File: config.mk
export PLATFORM = sky130hd
export DESIGN_NAME = montar_pin_flat
export DESIGN_NICKNAME = d
export VERILOG_FILES = /design/src/rtl/montar_pin_pkg.sv /design/src/rtl/montar_pin_if.sv /design/src/rtl/montar_pin_inact_timer.sv /design/src/rtl/montar_pin.sv /design/src/flat_wrapper.sv
export SDC_FILE = /design/constraint.sdc
export NUM_CORES = 1
export LEC_CHECK = 0
export CORE_MARGIN = 2
export CORE_UTILIZATION = 53
export DETAILED_ROUTE_END_ITERATION = 8
export PLACE_DENSITY = 0.9
export REMOVE_ABC_BUFFERS = 1
export SLEW_MARGIN = 10
export SYNTH_ARGS = -nofsm -noshare
export SYNTH_HDL_FRONTEND = slang
export SYNTH_SLANG_ARGS = --single-unit
File: constraint.sdc
create_clock -name clock -period 1.7 [get_ports clock]
set_input_delay 0.255 -clock clock [delete_from_list [all_inputs] [get_ports clock]]
set_output_delay 0.255 -clock clock [all_outputs]
set_load 0.1 [all_outputs]
File: src/rtl/montar_pin_pkg.sv
// montar_pin_pkg: shared PIN packet type, key codes and entry FSM states
package montar_pin_pkg;
  localparam logic [3:0] KEY_CLEAR = 4'hA;
  localparam logic [3:0] KEY_ENTER = 4'hB;
  localparam logic [3:0] DIGIT_BLANK = 4'hF;
  typedef struct packed {
    logic status;
    logic [3:0] digit1;
    logic [3:0] digit2;
    logic [3:0] digit3;
    logic [3:0] digit4;
  } pinPac_t;
  typedef enum logic [1:0] {S_IDLE, S_COLLECT, S_EMIT} state_t;
  localparam pinPac_t PIN_RESET = '{status: 1'b0, digit1: DIGIT_BLANK, digit2: DIGIT_BLANK,
                                    digit3: DIGIT_BLANK, digit4: DIGIT_BLANK};
endpackage

File: src/rtl/montar_pin_if.sv
// montar_pin_if: keypad strobe in, assembled PIN / status strobes out
interface montar_pin_if;
  import montar_pin_pkg::*;
  logic key_valid;
  logic [3:0] key_code;
  pinPac_t pin_out;
  logic pin_valid;
  logic [2:0] digit_count;
  logic timeout;
  modport master (output key_valid, key_code, input pin_out, pin_valid, digit_count, timeout);
  modport slave (input key_valid, key_code, output pin_out, pin_valid, digit_count, timeout);
endinterface

File: src/rtl/montar_pin_inact_timer.sv
// inact_timer: counts idle ticks while enabled, flags the last tick before expiry
module inact_timer #(parameter int TIMEOUT_TICKS = 50) (
  input logic clock,
  input logic reset,
  input logic enable,
  input logic restart,
  output logic expired
);
  localparam int W = $clog2(TIMEOUT_TICKS + 1);
  logic [W-1:0] cnt_q, cnt_d;
  // Held at zero while disabled so every new entry starts a fresh window
  assign cnt_d = (!enable || restart) ? '0 : cnt_q + 1'b1;
  assign expired = enable && cnt_q == W'(TIMEOUT_TICKS - 1);
  always_ff @(posedge clock or posedge reset)
    if (reset) cnt_q <= '0;
    else cnt_q <= cnt_d;
endmodule

File: src/rtl/montar_pin.sv
// montar_pin: assembles keypad digits into a 4-digit PIN packet with CLEAR,
// ENTER and inactivity discard
module montar_pin import montar_pin_pkg::*; #(parameter int TIMEOUT_TICKS = 50) (
  input logic clock,
  input logic reset,
  montar_pin_if.slave bus
);
  state_t state_q, state_d;
  logic [15:0] buf_q, buf_d;
  logic [2:0] count_q, count_d;
  pinPac_t pin_q, pin_d;
  logic pin_valid_q, pin_valid_d, timeout_q, timeout_d;
  logic restart, expired, dig, ent, clr;
  assign dig = bus.key_valid && bus.key_code <= 4'd9;
  assign ent = bus.key_valid && bus.key_code == KEY_ENTER;
  assign clr = bus.key_valid && bus.key_code == KEY_CLEAR;
  inact_timer #(.TIMEOUT_TICKS(TIMEOUT_TICKS)) u_timer (
    .clock(clock), .reset(reset), .enable(state_q == S_COLLECT),
    .restart(restart), .expired(expired)
  );
  // Key handling is shared by IDLE and COLLECT: the buffer is all blank in IDLE,
  // so shifting in the first digit lands it in digit4 with count 1
  always_comb begin
    state_d = state_q;
    buf_d = buf_q;
    count_d = count_q;
    pin_d = pin_q;
    pin_valid_d = 1'b0;
    timeout_d = 1'b0;
    restart = 1'b0;
    if (state_q == S_EMIT) begin
      pin_d = pinPac_t'({count_q == 3'd4, buf_q});
      pin_valid_d = 1'b1;
      buf_d = {4{DIGIT_BLANK}};
      count_d = 3'd0;
      state_d = S_IDLE;
    end else if (dig) begin
      buf_d = {buf_q[11:0], bus.key_code};
      count_d = (count_q == 3'd4) ? count_q : count_q + 3'd1;
      restart = 1'b1;
      state_d = S_COLLECT;
    end else if (ent) begin
      state_d = S_EMIT;
    end else if (clr || expired) begin
      buf_d = {4{DIGIT_BLANK}};
      count_d = 3'd0;
      timeout_d = !clr;
      state_d = S_IDLE;
    end
  end
  always_ff @(posedge clock or posedge reset)
    if (reset) begin
      state_q <= S_IDLE;
      buf_q <= {4{DIGIT_BLANK}};
      count_q <= 3'd0;
      pin_q <= PIN_RESET;
      pin_valid_q <= 1'b0;
      timeout_q <= 1'b0;
    end else begin
      state_q <= state_d;
      buf_q <= buf_d;
      count_q <= count_d;
      pin_q <= pin_d;
      pin_valid_q <= pin_valid_d;
      timeout_q <= timeout_d;
    end
  assign bus.pin_out = pin_q;
  assign bus.pin_valid = pin_valid_q;
  assign bus.digit_count = count_q;
  assign bus.timeout = timeout_q;
endmodule

File: src/flat_wrapper.sv
// flat-port wrapper written by rule: the top's interface ports become plain ports
module montar_pin_flat import montar_pin_pkg::*;
#(parameter int TIMEOUT_TICKS = 50)
  (clock, reset, bus_key_valid, bus_key_code, bus_pin_out, bus_pin_valid, bus_digit_count, bus_timeout);
  montar_pin_if bus_i ();
  input logic clock;
  input logic reset;
  input wire logic [$bits(bus_i.key_valid)-1:0] bus_key_valid;
  input wire logic [$bits(bus_i.key_code)-1:0] bus_key_code;
  output wire logic [$bits(bus_i.pin_out)-1:0] bus_pin_out;
  output wire logic [$bits(bus_i.pin_valid)-1:0] bus_pin_valid;
  output wire logic [$bits(bus_i.digit_count)-1:0] bus_digit_count;
  output wire logic [$bits(bus_i.timeout)-1:0] bus_timeout;
  assign bus_i.key_valid = bus_key_valid;
  assign bus_i.key_code = bus_key_code;
  assign bus_pin_out = bus_i.pin_out;
  assign bus_pin_valid = bus_i.pin_valid;
  assign bus_digit_count = bus_i.digit_count;
  assign bus_timeout = bus_i.timeout;
  montar_pin #(.TIMEOUT_TICKS(TIMEOUT_TICKS)) u_core (.clock(clock), .reset(reset), .bus(bus_i));
endmodule
==> results of run 1 <==
-- final cells by class --
class                   instances  area (um^2)
clock buffers                   8          101
fillers                       234          946
inverters                       7         26.3
multi-input cells             113          678
flip-flops and latches         46         1190
well taps                      48         60.1
repair buffers                 40          603
-- metal layers --
layer	up-vias	track usage [%]	wire length [um]
met5	-	0	0
met1	688	27.2	1540
met4	0	7.18	63
li1	662	-	-
met2	34	32.6	1880
met3	7	5.38	156
-- Yosys cell counts (all sizes together) --
cell type,instances
nand2,54
o31ai,1
a21bo,1
a22oi,1
nor4b,1
and3,1
nor2,9
or3,1
nand4b,2
o211ai,1
a211o,2
nand3,5
xnor2,2
nor2b,1
buf,4
o22a,16
xor2,2
a31oi,2
dfstp,32
o221ai,1
or2b,1
dfrtp,14
a21oi,2
clkbuf,2
o21ai,3
ha,4
inv,7
-- worst max path at each step --
stage	slack (ns)	to	depth (start not counted)
after floorplan	-0.04	u_core.bus.digit_count[0]	5
after global placement	-0.07	u_core.buf_q[1]	6
after detailed placement	-0.15	u_core.buf_q[0]	6
after CTS	0.15	u_core.buf_q[6]	6
after global routing	0.10	u_core.buf_q[8]	5
final	0.15	u_core.buf_q[6]	6
-- stage by stage --
step / instances / area [um^2] / utilization (%) / setup WS (ns) / setup TNS, ns
5_1_grt: 262 / 2660 / 73.8 / 0.103 / 0
2_1_floorplan: 166 / 1900 / - / -0.0419 / -0.0834
4_1_cts: 262 / 2660 / 73.8 / 0.152 / 0
6_report: 262 / 2660 / 73.8 / 0.151 / 0
3_3_place_gp: 254 / 2560 / 71.0 / -0.0690 / -1.01
3_5_place_dp: 254 / 2560 / 71.0 / -0.146 / -2.41
-- worst min-delay path: stages --
cell	delay, ns
clkdlybuf4s50_1	0.40
inv_1	0.09
buf_12	0.24
-- cell families (layout without fill, tap and decap cells) --
logic type	count (synthesis)	after routing	synth area share, %
AND/OR/NAND/NOR	75	75	17.9
flip-flops	46	46	61.3
AO/OA/AOI/OAI	30	30	12.6
buffers and inverters	13	55	3.86
adder cells (fa/ha/maj)	4	4	2.57
XOR/XNOR	4	4	1.80
-- flip-flops by register name (all words and copies together), names as in the netlist --
| name | cells |
|---|---|
| u_core.bus.pin_out | 17 |
| u_core.buf_q | 16 |
| u_core.u_timer.cnt_q | 6 |
| u_core.bus.digit_count | 3 |
| u_core.state_q | 2 |
| u_core.bus.pin_valid | 1 |
| u_core.bus.timeout | 1 |
-- power by group through the flow --
stage / registers, uW / clock network (uW) / logic, uW
after floorplan: 3330 / 0 / 358
after global placement: 1890 / 0 / 2880
after detailed placement: 1900 / 0 / 2930
after CTS: 1890 / 741 / 2930
after global routing: 1940 / 783 / 3020
final: 1880 / 723 / 2910
==> implementation parameters, run 1 <==
Parameter                              Value

Route
  Post-detailed-route via-to-cell ratio    about 5.3
  Vias post-DR    1391
  Remaining antenna violation count    0
  Drt initial violations    48
  Wirelength, routed    3640 um
  First drt pass iteration count    4
  Number of remaining DRC errors    0
  Routed wire per std cell    ~14 um

Floorplan
  # rows    22
  Initial Utilization    53.9%
  Die Y-Extent    between 60 and 70 um
  Overall die width    64.6 um
  Area of the core    3610 um^2
  IO Pins    29
  Die area    ~4200 um^2

Critical path
  Worst Reg2Reg Path Length in Cells    5
  Crit path launch    bus_key_code[3]
  Crit-path cells    clkdlybuf4s50_1 > a21bo_2 > a31oi_1 > a211o_1 > buf_4 > o22a_2
  Max FO, Critical Path    8
  Required time of the critical path    roughly 1.9 ns
  Slowest cell delay on critical path    0.58 ns
  Capturing point of the worst reg2reg path    u_core.buf_q[7]
  Sort of element at the end of the critical path    flop
  Cell class contributing the biggest share of worst-path delay    compound AO/OA/AOI/OAI gates
  Total buffers and inverters traversed by the critical path    2
  Slowest library cell on the worst path    clkdlybuf4s50_1
  Data arrival, critical path    1.78 ns
  FF-to-FF setup slack    between 0.15 and 0.2 ns
  R2r startpoint    u_core.state_q[1]
  CP startpoint kind    input pin
  Type of the setup path with the least slack    in -> reg

GRT
  Overall track demand over capacity in global routing    20.4%
  Global-route wire length before repair    6410 um
  Initial antenna violation count    0
  Pin count of the biggest net entering global routing    47
  Global route overflow    0
  Via count of the first global-routing pass    ~1300

Status
  Outcome    finished, final reports clean

Yosys
  Number of synthesized register bits    46
  Average cell area after synthesis    11.3 um^2
  Cell accounting for the most synthesized area    dfstp_2
  Synth area leaders    dfstp_2 43%, dfrtp_1 18%, nand2_1 10%, o22a_1 4.1%, o22a_2 3.6%
  Top-area cell type share of the netlist area    43.2%
  Warning count from the yosys run    0
  Cell variety after synth    32
  Sequential element share of the synthesized area    61.3%
  Instance count of the mapped netlist    172
  Netlist area before placement    slightly below 2000 um^2

Power and ir drop
  Net Switching    2550 uW
  Reported leakage power    0.00119 uW
  Worst vdd rail ir drop    1.78 mV
  Power Dens Cells    2070 nW/um^2
  Cell internal power dissipation    2970 uW
  Portion of total power attributed to sequential cells    34.2%
  Total power of the final layout    5520 uW
  Combinational share of power    52.8%
  Switching share of power    around 46%
  Clock network fraction of total power    a little over an eighth

Clock network
  Root Driver    clkbuf_8
  CTS hold repair buffers    0
  Quantity of gates resized following cts    0
  Total setup buffers inserted after CTS    0
  Depth of the CTS H-tree    2
  Clock transition at the registers of the reported paths    approximately 0.08 ns
  Clock tree from TritonCTS    built
  Clk_lat worst skew    0.30 ns
  Longest Clk Path Bufs    2
  CTS sink cnt    46
  Cts bufs inserted    5

Flow run
  Number of max-cap violations    0

STA
  Transition time at the pin with the least slew margin    0.303 ns
  Slew Limit Headroom    between 70% and 80%
  Post-route minimum period    1.55 ns
  Fin. Hold Viols    0
  Final setup fails    0
  Setup repair after global routing missed its margin    no
  Final clock period utilization by the worst path    approximately nine tenths
  Slew Limit Fails    0
  Maximum clock frequency    0.646 GHz
  Clock Skew    0.00443 ns
  WHS    0.318 ns

Cells and area
  Post-layout nets    between 200 and 250
  Area delta synth->final    36.8%
  Most common cell after layout, fill and taps aside    nand2_1
  Leading cell types in the layout, fill and taps excluded    54 x nand2_1, 32 x dfstp_2, 23 x buf_12
  Fraction of final layout cells with drive strength greater than 1    between 30% and 40%
  Number of inserted diodes    0

Worst hold path
  Class of the tightest hold or removal check    in -> async

Placed design
  Port Buffers    28
  Routability-driven placement congestion ratio    0.759
  HPWL Detailed    approximately 2600 um
No activity file was read; power rests on OpenSTA's default activity.
==> inputs of run 2 (changes only) <==
Settings changed: SLEW_MARGIN 10 to 40.
==> results of run 2 <==
Final layout, timing and power as in run 1 (identical DEF).
